**src/rtl/disp_scan_pwm.sv**
```systemverilog
// disp_scan_pwm: multiplexed common-anode 7-segment driver with frame snapshot, PWM dimming and dead time
//
// Ports:
//   clk        in   system clock, rising edge
//   rst        in   synchronous reset, active-low
//   hexs       in   4*DIGITS hex values, [3:0] = digit 0 (rightmost)
//   points     in   DIGITS decimal points, 1 = lit
//   les        in   DIGITS digit enables, 0 = shown, 1 = blanked
//   brightness in   BRIGHT_W duty level, 0 = dimmest
//   an         out  DIGITS anodes, active-low
//   segment    out  8 active-low segments {p,g,f,e,d,c,b,a}
//   frame_done out  one-cycle pulse after the last slot of a frame
//
// Optional feature: define DISP_LZ_BLANK_EN for leading-zero suppression.
module disp_scan_pwm #(
    parameter int DIGITS      = 4,
    parameter int DIV_W       = 17,
    parameter int BRIGHT_W    = 4,
    parameter int DEAD_CYCLES = 64
) (
    input  logic                  clk,
    input  logic                  rst,
    input  logic [4*DIGITS-1:0]   hexs,
    input  logic [DIGITS-1:0]     points,
    input  logic [DIGITS-1:0]     les,
    input  logic [BRIGHT_W-1:0]   brightness,
    output logic [DIGITS-1:0]     an,
    output logic [7:0]            segment,
    output logic                  frame_done
);
    localparam int IW = DIGITS > 1 ? $clog2(DIGITS) : 1;
    localparam logic [IW-1:0] LAST = IW'(DIGITS - 1);
    localparam logic [DIV_W-1:0] DEAD = DIV_W'(DEAD_CYCLES);

    logic [DIV_W-1:0]    cnt;
    logic [IW-1:0]       idx;
    logic [4*DIGITS-1:0] hex_sh;
    logic [DIGITS-1:0]   pt_sh;
    logic [DIGITS-1:0]   le_sh;
    logic [BRIGHT_W-1:0] br_sh;
    logic [DIGITS-1:0]   lz;
    logic [3:0]          digit;
    logic [6:0]          glyph;
    logic                lit;

`ifdef DISP_LZ_BLANK_EN
    // lz[k] is set when digit k and every digit above it are zero with no point;
    // digit 0 always stays visible
    for (genvar k = 0; k < DIGITS; k++) begin : g_lz
        if (k == 0) begin : g_first
            assign lz[k] = 1'b0;
        end else if (k == DIGITS - 1) begin : g_top
            assign lz[k] = hex_sh[4*k +: 4] == 4'h0 && !pt_sh[k];
        end else begin : g_mid
            assign lz[k] = hex_sh[4*k +: 4] == 4'h0 && !pt_sh[k] && lz[k+1];
        end
    end
`else
    assign lz = '0;
`endif

    always_comb begin
        digit = hex_sh[4*idx +: 4];
        case (digit)
            4'h0: glyph = 7'h40;
            4'h1: glyph = 7'h79;
            4'h2: glyph = 7'h24;
            4'h3: glyph = 7'h30;
            4'h4: glyph = 7'h19;
            4'h5: glyph = 7'h12;
            4'h6: glyph = 7'h02;
            4'h7: glyph = 7'h78;
            4'h8: glyph = 7'h00;
            4'h9: glyph = 7'h10;
            4'hA: glyph = 7'h08;
            4'hB: glyph = 7'h03;
            4'hC: glyph = 7'h46;
            4'hD: glyph = 7'h21;
            4'hE: glyph = 7'h06;
            default: glyph = 7'h0E;
        endcase
        // dead time blanks the slot start; the top counter bits form the PWM ramp
        lit = cnt >= DEAD && cnt[DIV_W-1 -: BRIGHT_W] <= br_sh && !le_sh[idx] && !lz[idx];
    end

    always_ff @(posedge clk) begin
        if (!rst) begin
            cnt        <= '0;
            idx        <= '0;
            hex_sh     <= '0;
            pt_sh      <= '0;
            le_sh      <= '1;
            br_sh      <= '0;
            an         <= '1;
            segment    <= 8'hFF;
            frame_done <= 1'b0;
        end else begin
            cnt <= cnt + 1'b1;
            if (&cnt)
                idx <= idx == LAST ? '0 : idx + 1'b1;
            // snapshot once per frame so mid-frame input changes never tear
            if (cnt == '0 && idx == '0) begin
                hex_sh <= hexs;
                pt_sh  <= points;
                le_sh  <= les;
                br_sh  <= brightness;
            end
            an         <= lit ? ~(DIGITS'(1) << idx) : '1;
            segment    <= lit ? {~pt_sh[idx], glyph} : 8'hFF;
            frame_done <= &cnt && idx == LAST;
        end
    end
endmodule

```
**config.mk**
```make
export PLATFORM = sky130hd
export DESIGN_NAME = disp_scan_pwm
export DESIGN_NICKNAME = d
export VERILOG_FILES = /design/src/rtl/disp_scan_pwm.sv
export SDC_FILE = /design/constraint.sdc
export NUM_CORES = 1
export LEC_CHECK = 0
export CAP_MARGIN = 5
export CORE_ASPECT_RATIO = 1.1
export CORE_UTILIZATION = 58
export CTS_CLUSTER_DIAMETER = 150
export CTS_CLUSTER_SIZE = 8
export DETAILED_ROUTE_END_ITERATION = 6
export GPL_TIMING_DRIVEN = 0
export PLACE_DENSITY = 0.84
export SLEW_MARGIN = 20
export SYNTH_ARGS = -nofsm -noshare
export SYNTH_HDL_FRONTEND = slang
export SYNTH_SLANG_ARGS = --single-unit
```
**constraint.sdc**
```tcl
create_clock -name clk -period 2.6 [get_ports clk]
set_input_delay 0.26 -clock clk [delete_from_list [all_inputs] [get_ports clk]]
set_output_delay 0.26 -clock clk [all_outputs]
set_load 0.02 [all_outputs]
```
After elaboration in Yosys (flattened, before gate mapping)

Memory sizes are Yosys's and may differ from the RTL's. A register that Yosys moved wholly into a read port is not among the register bits.
Cells that the tools add are included.

Add/sub/neg operators: 2
$mul: 0
Divide/modulo/power cells: 0
Order comparisons: 3
Equality and inequality tests: 1
Shift-type cells: 2
Muxes and demuxes: 7
Bitwise operators: 2
Reduce and logical (&&, ||, !) cells: 12

Operator list:

| kind                                                                    | count |
|---|---|
| 17-bit by 1-bit adder with 17-bit output (second input constant)        | 1 |
| 17-bit by 7-bit >= comparator with 1-bit output (second input constant) | 1 |
| 17-bit zero test                                                        | 1 |
| 17-bit AND reduction                                                    | 1 |
| 16-bit by 5-bit indexed part select with 4-bit output                   | 1 |
| 1-bit binary-select mux with 2-bit select                               | 3 |
| 1-bit logical AND                                                       | 5 |
| 4-bit <= comparator                                                     | 1 |
| 4-bit NOT                                                               | 1 |
| 1-bit by 2-bit left shift with 4-bit output (first input constant)      | 1 |
| 1-bit zero test                                                         | 3 |
| 2-bit by 3-bit < comparator with 1-bit output (second input constant)   | 1 |
| 1-bit 2-to-1 mux                                                        | 3 |
| 2-bit by 1-bit adder with 2-bit output (second input constant)          | 1 |
| 2-bit == test (second input constant)                                   | 1 |
| 2-bit zero test                                                         | 1 |
| 2-bit 2-to-1 mux                                                        | 1 |
| 2-bit AND reduction                                                     | 1 |
| 1-bit NOT                                                               | 1 |

Register bits: 60
Bits in latches: 0
RAM bits: 0
ROM bits: 112
Word-level logic and storage cells: 39
Memories kept: 1

Memory list:

| name             | depth | bits a word | read ports | clocked after Yosys merged registers in | write ports | RTL line | RTL |
|---|---|---|---|---|---|---|---|
| (name not given) | 16    | 7           | 1          | 1                                       | 0           | 64       | `case (digit)` |

Depth between registers and ports, before layout

Gate-level depths: netlist of the first run.

Word-level depth: 7
Mapped depth: 8
Gate-level depth less buffers: 7

Least setup slack after synthesis of the first run

Ideal clock, no wire load.

Path type: register -> register
From: register idx[0]
To: register segment[3]
Arrival time: 1.709 ns
Data required time: 2.542 ns
Path slack: 0.833 ns
Cell stages (with the launch flop): 7
Path buffers: 0
Path through: dfxtp_1 > mux4_1 > inv_1 > ha_1 > a21oi_1 > o21ai_1 > nand2_1

Cells in the longest elaborated chain, start to end: 7
Elaborated cells on any way between the ends: 11
Classes of those cells: 1 x shift; 4 x mux; 6 x reduce/logical

Ends and longest elaborated chain:

| item                                      | RTL line | RTL |
|---|---|---|
| start: declaration                        | 36       | `logic [IW-1:0] idx;` |
| start signal: assignment                  | 100      | `idx <= idx == LAST ? '0 : idx + 1'b1;` |
| 1-bit binary-select mux with 2-bit select | 83       | `lit = cnt >= DEAD && cnt[DIV_W-1 -: BRIGHT_W] <= br_sh && !le_sh[idx] && !lz[idx];` |
| 1-bit 2-to-1 mux (implied by the code)    | 83       |  |
| 1-bit zero test                           | 83       |  |
| 1-bit logical AND (2 in series)           | 83       |  |
| 2-bit AND reduction (no line)             | --       |  |
| 1-bit zero test (no line)                 | --       |  |
| end: declaration                          | 28       | `output logic [7:0] segment,` |

Several ways; a longest one is shown, not always the timed one. The select of a mux whose other input is x is not followed.
A chain may end at the register's enable or synchronous reset.

Final worst setup path of the first run

Ends and elaborated chain as after synthesis.

==> results of run 1 <==
==> path summary, 6_finish.rpt <==
kind	depth (start not counted)	from	slack, ps	to
min reg2reg	2	le_sh[2]	470	le_sh[2]
min	2	le_sh[2]	470	le_sh[2]
max	6	idx[0]	550	segment[3]
max reg2reg	6	idx[0]	550	segment[3]
==> state kept, by name, indices dropped and copies added, names as in the netlist <==
name / cells
hex_sh: 16
cnt: 17
br_sh: 4
le_sh: 4
an: 4
pt_sh: 4
frame_done: 1
segment: 8
idx: 2
==> cell type report <==
cell class                      count  area (µm²)  share of cell area, %
Sequential cell                    60        1200                   33.5
Timing Repair Buffer               42         420                   11.7
Clock inverter                      3        15.0                  0.419
Tap cell                           56        70.1                   1.95
Inverter                           17        63.8                   1.78
Multi-Input combinational cell    190        1600                   44.5
Clock buffer                       12         135                   3.77
Buffer                             12        85.1                   2.37
==> cell usage after synthesis (all sizes together) (3+ instances only) <==
library cell  instances  area share [%]
nor3                  3            0.51
o221ai                3             1.3
nand2                19             2.4
o21ai                 5            0.85
nand2b                3            0.64
nand4                 4            0.85
nor2                  6             1.3
a21oi                 3            0.51
mux2i                30              10
and2                 15             3.2
xnor2                 9             2.7
ha                   17             7.2
nor2b                28             5.9
nand3                 8             1.5
buf                   7             2.3
inv                  17             2.2
nor4                  3             1.3
xor2                  8             2.4
and4                  4             1.2
clkbuf                5            0.64
dfxtp                60              41
mux4                  7             5.5
==> power groups by stage <==
| stage | combinational [mW] | sequential [mW] | clock (mW) |
|---|---|---|---|
| CTS | 0.314 | 0.997 | 0.690 |
| global placement | 0.305 | 1.02 | 0 |
| global route | 0.344 | 1.00 | 0.728 |
| finish | 0.313 | 0.997 | 0.672 |
| floorplan | 0.228 | 1.01 | 0 |
| detailed placement | 0.313 | 1.02 | 0 |
==> kinds of logic after synthesis <==
logic type | after synthesis | share of synthesized area, %
buffers and inverters | 29 | 5.06
multiplexers | 39 | 16.6
AND/OR/NAND/NOR | 98 | 20.0
AO/OA/AOI/OAI | 19 | 5.31
adder cells (fa/ha/maj) | 17 | 7.22
flip-flops | 60 | 40.8
XOR/XNOR | 17 | 5.06
==> through the flow <==
| step | instance area [µm²] | worst slack [ps] |
|---|---|---|
| 6_report | 3590 | 551 |
| 3_5_place_dp | 3440 | 563 |
| 3_3_place_gp | 3440 | 598 |
| 2_1_floorplan | 2950 | 833 |
| 4_1_cts | 3590 | 551 |
| 5_1_grt | 3590 | 436 |
==> worst register-to-register path, cell delays in order, from the launching register on <==
cell and delay, ps:
dfxtp_1 520, mux4_1 700, inv_1 190, ha_1 280, a21oi_1 140, o21ai_1 90
nand2_1 70
==> layer usage <==
layer / global-route usage, % / vias to the layer above
met4: 12.2 / 0
met3: 4.73 / 14
li1: - / 1067
met5: 0 / -
met1: 25.9 / 969
met2: 38.8 / 53
==> report_table.html, run 1 <==
<table>
<tr><th>Metric</th><th>Value</th></tr>
<tr><th colspan="2">Place</th></tr>
<tr><td>Placed cell count</td><td>377</td></tr>
<tr><td>Number of I/O port buffers</td><td>between 40 and 50</td></tr>
<tr><td>Weighted congestion reported at the end of routability-driven placement</td><td>0.880</td></tr>
<tr><td>Final HPWL DP</td><td>~4100 µm</td></tr>
<tr><th colspan="2">Power and ir drop</th></tr>
<tr><td>Total power density per cell area</td><td>~550 nW/µm²</td></tr>
<tr><td>Proportion of total power due to net switching</td><td>about a quarter</td></tr>
<tr><td>Part of the power in combinational logic</td><td>15.8%</td></tr>
<tr><td>Pwr Total</td><td>slightly below 2 mW</td></tr>
<tr><td>P_leak</td><td>1.46 nW</td></tr>
<tr><td>Clk network pwr share</td><td>33.9%</td></tr>
<tr><td>Sequential Power Share</td><td>between 50 and 60%</td></tr>
<tr><td>Net switching component of the power</td><td>510 µW</td></tr>
<tr><td>Maximum VDD drop</td><td>about 0.52 mV</td></tr>
<tr><td>Int Power</td><td>between 1 and 1.5 mW</td></tr>
<tr><th colspan="2">STA</th></tr>
<tr><td>Transition time of the tightest slew-check pin</td><td>about 530 ps</td></tr>
<tr><td>Number of pins with negative max-slew slack in the final report</td><td>0</td></tr>
<tr><td>Hold Violations, Final</td><td>0</td></tr>
<tr><td>Share of the clock period used by the worst path</td><td>between 70% and 80%</td></tr>
<tr><td>Relative slew margins</td><td>64.3%</td></tr>
<tr><td>Unrepaired setup endpoints after global routing</td><td>no</td></tr>
<tr><td>Setup TNS</td><td>0 ps</td></tr>
<tr><td>Clock Skews</td><td>7.18 ps</td></tr>
<tr><td>Fmax achieved</td><td>0.488 GHz</td></tr>
<tr><td>Finish-stage setup viols</td><td>0</td></tr>
<tr><td>Time the final worst path needs with I/O delays and setup</td><td>slightly above 2000 ps</td></tr>
<tr><td>Worst hold-check slack</td><td>473 ps</td></tr>
<tr><th colspan="2">GRT</th></tr>
<tr><td>Initial antenna violation count</td><td>0</td></tr>
<tr><td>Pin count of the biggest net entering global routing</td><td>11</td></tr>
<tr><td>Total overflow reported by the global router</td><td>0</td></tr>
<tr><td>Total routing resource utilization after global routing</td><td>22.5%</td></tr>
<tr><td>First-pass GRT wire length</td><td>approximately 9300 µm</td></tr>
<tr><td>Number of global-route vias before repair</td><td>2,083</td></tr>
<tr><th colspan="2">CTS</th></tr>
<tr><td>Number of buffers inserted for hold repair after clock tree synthesis</td><td>0</td></tr>
<tr><td>CTS tree</td><td>built</td></tr>
<tr><td>TritonCTS sink count</td><td>60</td></tr>
<tr><td>Post-CTS repair timing setup buffer count</td><td>0</td></tr>
<tr><td>Resized cells post-CTS</td><td>0</td></tr>
<tr><td>Clock buffer count from CTS</td><td>9</td></tr>
<tr><td>Clock latency of the later-clocked register in the worst-skew pair</td><td>between 300 and 400 ps</td></tr>
<tr><td>Master cell of the clock root buffer</td><td>clkbuf_8</td></tr>
<tr><td>Clk slew on worst S/H paths</td><td>roughly 60 ps</td></tr>
<tr><td>H-tree level count</td><td>3</td></tr>
<tr><td>Longest Clk Path Bufs</td><td>2</td></tr>
<tr><th colspan="2">Worst setup path</th></tr>
<tr><td>Worst stage delay on the critical path</td><td>about 700 ps</td></tr>
<tr><td>Class of the most critical setup path</td><td>flip-flop to flip-flop</td></tr>
<tr><td>CP required</td><td>about 2900 ps</td></tr>
<tr><td>Critical path launch point type</td><td>flip-flop</td></tr>
<tr><td>Element type at the critical path end</td><td>flip-flop</td></tr>
<tr><td>CP arrival</td><td>between 2000 and 2500 ps</td></tr>
<tr><td>Top delay family on crit path</td><td>multiplexers</td></tr>
<tr><td>Largest fanout of any net on the critical path</td><td>6</td></tr>
<tr><td>Buffers and inverters on the worst path</td><td>1</td></tr>
<tr><td>Worst-path cell chain</td><td>mux4_1 &gt; inv_1 &gt; ha_1 &gt; a21oi_1 &gt; o21ai_1 &gt; nand2_1</td></tr>
<tr><td>Master of the slowest instance on the critical path</td><td>mux4_1</td></tr>
<tr><th colspan="2">Min path</th></tr>
<tr><td>Type of the tightest min-delay check</td><td>flip-flop to flip-flop</td></tr>
<tr><th colspan="2">Synthesis</th></tr>
<tr><td>Post-synthesis cell area</td><td>about 2900 µm²</td></tr>
<tr><td>Number of synthesized flops with an enable pin</td><td>0</td></tr>
<tr><td>Flop and latch count out of synthesis</td><td>60</td></tr>
<tr><td>Post-synth net total</td><td>roughly 330</td></tr>
<tr><td>Top FF cell, synth</td><td>dfxtp_1</td></tr>
<tr><td>Mean area per synthesized cell</td><td>around 11 µm²</td></tr>
<tr><td>FFs w/ async S/R, synth</td><td>0%</td></tr>
<tr><td>Register area share after synthesis</td><td>between 40% and 50%</td></tr>
<tr><td>Synth unique cells</td><td>40</td></tr>
<tr><td>Yosys Warn Count</td><td>0</td></tr>
<tr><td>Gate Count Post-Synth</td><td>about 280</td></tr>
<tr><th colspan="2">Run status</th></tr>
<tr><td>Status</td><td>finished clean</td></tr>
<tr><th colspan="2">Drt</th></tr>
<tr><td># DRC</td><td>0</td></tr>
<tr><td>Met3 WL post-DR</td><td>about 200 µm</td></tr>
<tr><td>WL per Instance</td><td>about 14 µm</td></tr>
<tr><td>Number of nets with antenna violations after detailed routing</td><td>0</td></tr>
<tr><td>Vias</td><td>around 2,100</td></tr>
<tr><td>Pre-antenna DRT Iters</td><td>4</td></tr>
<tr><td>Highest metal used</td><td>met4</td></tr>
<tr><td>Initial DRC Count</td><td>51</td></tr>
<tr><td>Drt total wl</td><td>between 5000 and 6000 µm</td></tr>
<tr><td>Met2 Routed Length</td><td>about 2700 µm</td></tr>
<tr><td>Via/cell ratio</td><td>~5.4</td></tr>
<tr><td>Routed length on met1</td><td>~2400 µm</td></tr>
<tr><th colspan="2">Floorplan</th></tr>
<tr><td>Die span in y</td><td>between 70 and 80 µm</td></tr>
<tr><td>Starting Density</td><td>about 62%</td></tr>
<tr><td>Std-Cell Rows</td><td>26</td></tr>
<tr><td>Full die area</td><td>5370 µm²</td></tr>
<tr><td>Horizontal die dimension</td><td>69.9 µm</td></tr>
<tr><td>Area inside the core boundary</td><td>4750 µm²</td></tr>
<tr><td>Top Ports</td><td>between 40 and 50</td></tr>
<tr><th colspan="2">Finish</th></tr>
<tr><td>Most common library cell in the layout ignoring fill and taps</td><td>dfxtp_1</td></tr>
<tr><td>Post-Layout Cell Count</td><td>around 390</td></tr>
<tr><td>Relative area change from synthesis to final layout</td><td>21.8%</td></tr>
<tr><td>Proportion of layout cells with a drive suffix above 1</td><td>a little over a tenth</td></tr>
<tr><td>Fill cells</td><td>350</td></tr>
<tr><td>Antenna diode count</td><td>0</td></tr>
<tr><td>Final Core Density</td><td>between 70% and 80%</td></tr>
<tr><td>Number of nets in the finished design</td><td>roughly 380</td></tr>
<tr><td>Commonest non-fill, non-tap cells in the layout</td><td>dfxtp_1 (60), clkdlybuf4s50_1 (42), mux2i_1 (30)</td></tr>
<tr><th colspan="2">Job</th></tr>
<tr><td>Max capacitance violation total</td><td>0</td></tr>
</table>
Power figures use the tool's default switching activity.
==> run 2: changes to the inputs <==
Settings changed: CORE_UTILIZATION 58 to 54, PLACE_DENSITY 0.84 to 0.79.
Clock period 2.6 ns to 2 ns, I/O delays scaled along.
==> report_table.html, run 2 (synthesis results as in run 1) <==
<table>
<tr><th>Metric</th><th>Value</th></tr>
<tr><th colspan="2">Place</th></tr>
<tr><td>Post-detailed-placement cell area</td><td>3460 µm² (+0.58%)</td></tr>
<tr><td>Final HPWL DP</td><td>4150 µm (+0.74%)</td></tr>
<tr><td>Number of I/O port buffers</td><td>42 (unchanged)</td></tr>
<tr><td>Weighted congestion reported at the end of routability-driven placement</td><td>0.835 (-5.1%)</td></tr>
<tr><th colspan="2">STA</th></tr>
<tr><td>Worst hold-check slack</td><td>464 ps (-8.97 ps)</td></tr>
<tr><td>Number of pins with negative max-slew slack in the final report</td><td>0 (unchanged)</td></tr>
<tr><td>Clock Skews</td><td>5.41 ps (-1.77 ps)</td></tr>
<tr><td>Unrepaired setup endpoints after global routing</td><td>no</td></tr>
<tr><td>Hold Violations, Final</td><td>0 (unchanged)</td></tr>
<tr><td>Finish-stage setup viols</td><td>0 (unchanged)</td></tr>
<tr><td>Relative slew margins</td><td>72.2% (+7.8 points)</td></tr>
<tr><td>Transition time of the tightest slew-check pin</td><td>418 ps (-114 ps)</td></tr>
<tr><td>Share of the clock period used by the worst path</td><td>93.5% (+15 points)</td></tr>
<tr><td>Fmax achieved</td><td>0.535 GHz (+9.6%)</td></tr>
<tr><td>Time the final worst path needs with I/O delays and setup</td><td>1870 ps (-179 ps)</td></tr>
<tr><th colspan="2">CTS</th></tr>
<tr><td>Master cell of the clock root buffer</td><td>clkbuf_8</td></tr>
<tr><td>Clk slew on worst S/H paths</td><td>60 ps (about the same)</td></tr>
<tr><td>TritonCTS sink count</td><td>60 (unchanged)</td></tr>
<tr><td>Clock buffer count from CTS</td><td>9 (unchanged)</td></tr>
<tr><td>Clock latency of the later-clocked register in the worst-skew pair</td><td>330 ps (about the same)</td></tr>
<tr><td>H-tree level count</td><td>3 (unchanged)</td></tr>
<tr><td>Number of buffers inserted for hold repair after clock tree synthesis</td><td>0 (unchanged)</td></tr>
<tr><td>CTS tree</td><td>built</td></tr>
<tr><td>Longest Clk Path Bufs</td><td>2 (unchanged)</td></tr>
<tr><th colspan="2">Worst setup path</th></tr>
<tr><td>Worst-path cell chain</td><td>buf_6 &gt; mux4_2 &gt; a211oi_4 &gt; buf_6 &gt; o211ai_1</td></tr>
<tr><td>Worst stage delay on the critical path</td><td>540 ps (-160 ps)</td></tr>
<tr><td>CP arrival</td><td>2080 ps (-250 ps)</td></tr>
<tr><td>Top delay family on crit path</td><td>multiplexers</td></tr>
<tr><td>Element type at the critical path end</td><td>flip-flop</td></tr>
<tr><td>Critical path launch point type</td><td>flip-flop</td></tr>
<tr><td>Class of the most critical setup path</td><td>flip-flop to flip-flop</td></tr>
<tr><td>Library cell appearing most often on the critical path</td><td>buf_6</td></tr>
<tr><td>Largest fanout of any net on the critical path</td><td>10 (+4)</td></tr>
<tr><td>Buffers and inverters on the worst path</td><td>2 (+1)</td></tr>
<tr><td>Master of the slowest instance on the critical path</td><td>mux4_2</td></tr>
<tr><td>CP required</td><td>2210 ps (-670 ps)</td></tr>
<tr><th colspan="2">Power and ir drop</th></tr>
<tr><td>P_leak</td><td>1.48 nW (+0.78%)</td></tr>
<tr><td>Total power density per cell area</td><td>732 nW/µm² (+32%)</td></tr>
<tr><td>Maximum VDD drop</td><td>0.526 mV (+1.2%)</td></tr>
<tr><th colspan="2">Drt</th></tr>
<tr><td>Drt total wl</td><td>5630 µm (+3.6%)</td></tr>
<tr><td>Pre-antenna DRT Iters</td><td>4 (unchanged)</td></tr>
<tr><td>Routed length on met1</td><td>2530 µm (+6.7%)</td></tr>
<tr><td>Number of nets with antenna violations after detailed routing</td><td>0 (unchanged)</td></tr>
<tr><td>Vias</td><td>2,102 (-0.048%)</td></tr>
<tr><td>Via/cell ratio</td><td>5.13 (-4.4%)</td></tr>
<tr><td>Highest metal used</td><td>met4</td></tr>
<tr><td># DRC</td><td>0 (unchanged)</td></tr>
<tr><td>Met2 Routed Length</td><td>2780 µm (+1.9%)</td></tr>
<tr><td>Met3 WL post-DR</td><td>217 µm (+8.5%)</td></tr>
<tr><td>WL per Instance</td><td>13.7 µm (-0.92%)</td></tr>
<tr><td>Initial DRC Count</td><td>98 (+92%)</td></tr>
<tr><th colspan="2">Finish</th></tr>
<tr><td>Non-Filler Cell Area, Final</td><td>3650 µm² (+1.7%)</td></tr>
<tr><td>Number of nets in the finished design</td><td>381 (+0.53%)</td></tr>
<tr><td>Antenna diode count</td><td>0 (unchanged)</td></tr>
<tr><td>Commonest non-fill, non-tap cells in the layout</td><td>dfxtp_1 (59), clkdlybuf4s50_1 (42), mux2i_1 (30)</td></tr>
<tr><td>Leading registers by flop count</td><td>cnt (17), hex_sh (16), segment (8)</td></tr>
<tr><td>Relative area change from synthesis to final layout</td><td>23.8%</td></tr>
<tr><td>Proportion of layout cells with a drive suffix above 1</td><td>12.7% (+2.3 points)</td></tr>
<tr><td>Flip-flop count of the largest register after layout</td><td>17 (unchanged)</td></tr>
<tr><td>Largest Register</td><td>cnt</td></tr>
<tr><td>Most common library cell in the layout ignoring fill and taps</td><td>dfxtp_1</td></tr>
<tr><th colspan="2">Job</th></tr>
<tr><td>Max capacitance violation total</td><td>0 (unchanged)</td></tr>
<tr><th colspan="2">Min path</th></tr>
<tr><td>Type of the tightest min-delay check</td><td>input pin to flip-flop</td></tr>
<tr><th colspan="2">GRT</th></tr>
<tr><td>Total overflow reported by the global router</td><td>0 (unchanged)</td></tr>
<tr><td>Number of global-route vias before repair</td><td>2,046 (-1.8%)</td></tr>
<tr><td>Pin count of the biggest net entering global routing</td><td>11 (unchanged)</td></tr>
<tr><td>First-pass GRT wire length</td><td>9430 µm (+1.1%)</td></tr>
<tr><td>Total routing resource utilization after global routing</td><td>21.9% (-0.61 points)</td></tr>
<tr><td>Initial antenna violation count</td><td>0 (unchanged)</td></tr>
<tr><th colspan="2">Floorplan</th></tr>
<tr><td>Area inside the core boundary</td><td>5130 µm² (+8.1%)</td></tr>
<tr><td>Top Ports</td><td>43 (unchanged)</td></tr>
<tr><td>Horizontal die dimension</td><td>72.4 µm (+3.5%)</td></tr>
<tr><td>Die span in y</td><td>79.5 µm (+3.5%)</td></tr>
<tr><td>Std-Cell Rows</td><td>27 (+3.8%)</td></tr>
<tr><td>Full die area</td><td>5750 µm² (+7.2%)</td></tr>
<tr><td>Starting Density</td><td>57.4% (-4.7 points)</td></tr>
<tr><th colspan="2">Run status</th></tr>
<tr><td>Status</td><td>finished clean</td></tr>
</table>
run 2: path summary, 6_finish.rpt:
path | start | to | slack, ps | depth (start not counted)
hold / removal | les[3] | le_sh[3] | 460 | 3
hold reg to reg | le_sh[2] | le_sh[2] | 470 | 2
setup reg to reg | idx[0] | segment[5] | 130 | 5
setup / recovery | idx[0] | segment[5] | 130 | 5
run 2: power by group:
group | switching, mW | internal, mW
combinational | 0.193 | 0.233
sequential | 0.0426 | 1.25
clock | 0.440 | 0.507
total | 0.675 | 1.99
run 2: per-layer routing:
metal / GRT usage (%) / vias to the layer above
met3: 6.57 / 11
met2: 37.6 / 45
met4: 9.22 / 0
met5: 0 / -
met1: 25.2 / 976
li1: - / 1070
run 2: timing repair:
item	CTS	global route
endpoints found under the setup margin	22	6
buffers inserted	2	0
pin swaps	1	0
gates resized for setup	1	4
run 2: tightest hold or removal path: cells and delay by family:
| family | cells | cell delay (ps) |
|---|---|---|
| buffers and inverters | 1 | 450 |
| muxes | 1 | 60 |
| and+or+nand+nor | 1 | 50 |
run 2: through the flow:
step	power [mW]	TNS, ps	utilization [%]	instances	worst slack (ps)
floorplan	1.61	0	-	279	233
global placement	1.72	-4.63	67.3	393	-4.63
detailed placement	1.73	-344	67.3	393	-58.0
CTS	2.69	0	70.9	410	57.2
global route	2.79	0	71.0	410	1.94
finish	2.67	0	71.0	410	130
run 2: cell type report:
cell class	count	area (µm²)
plain buffers	12	85.1
fillers	411	1490
inverters	17	63.8
clock buffers	13	159
well taps	72	90.1
multi-input cells	190	1600
flip-flops and latches	60	1200
clock inverters	2	10.0
repair buffers	44	435
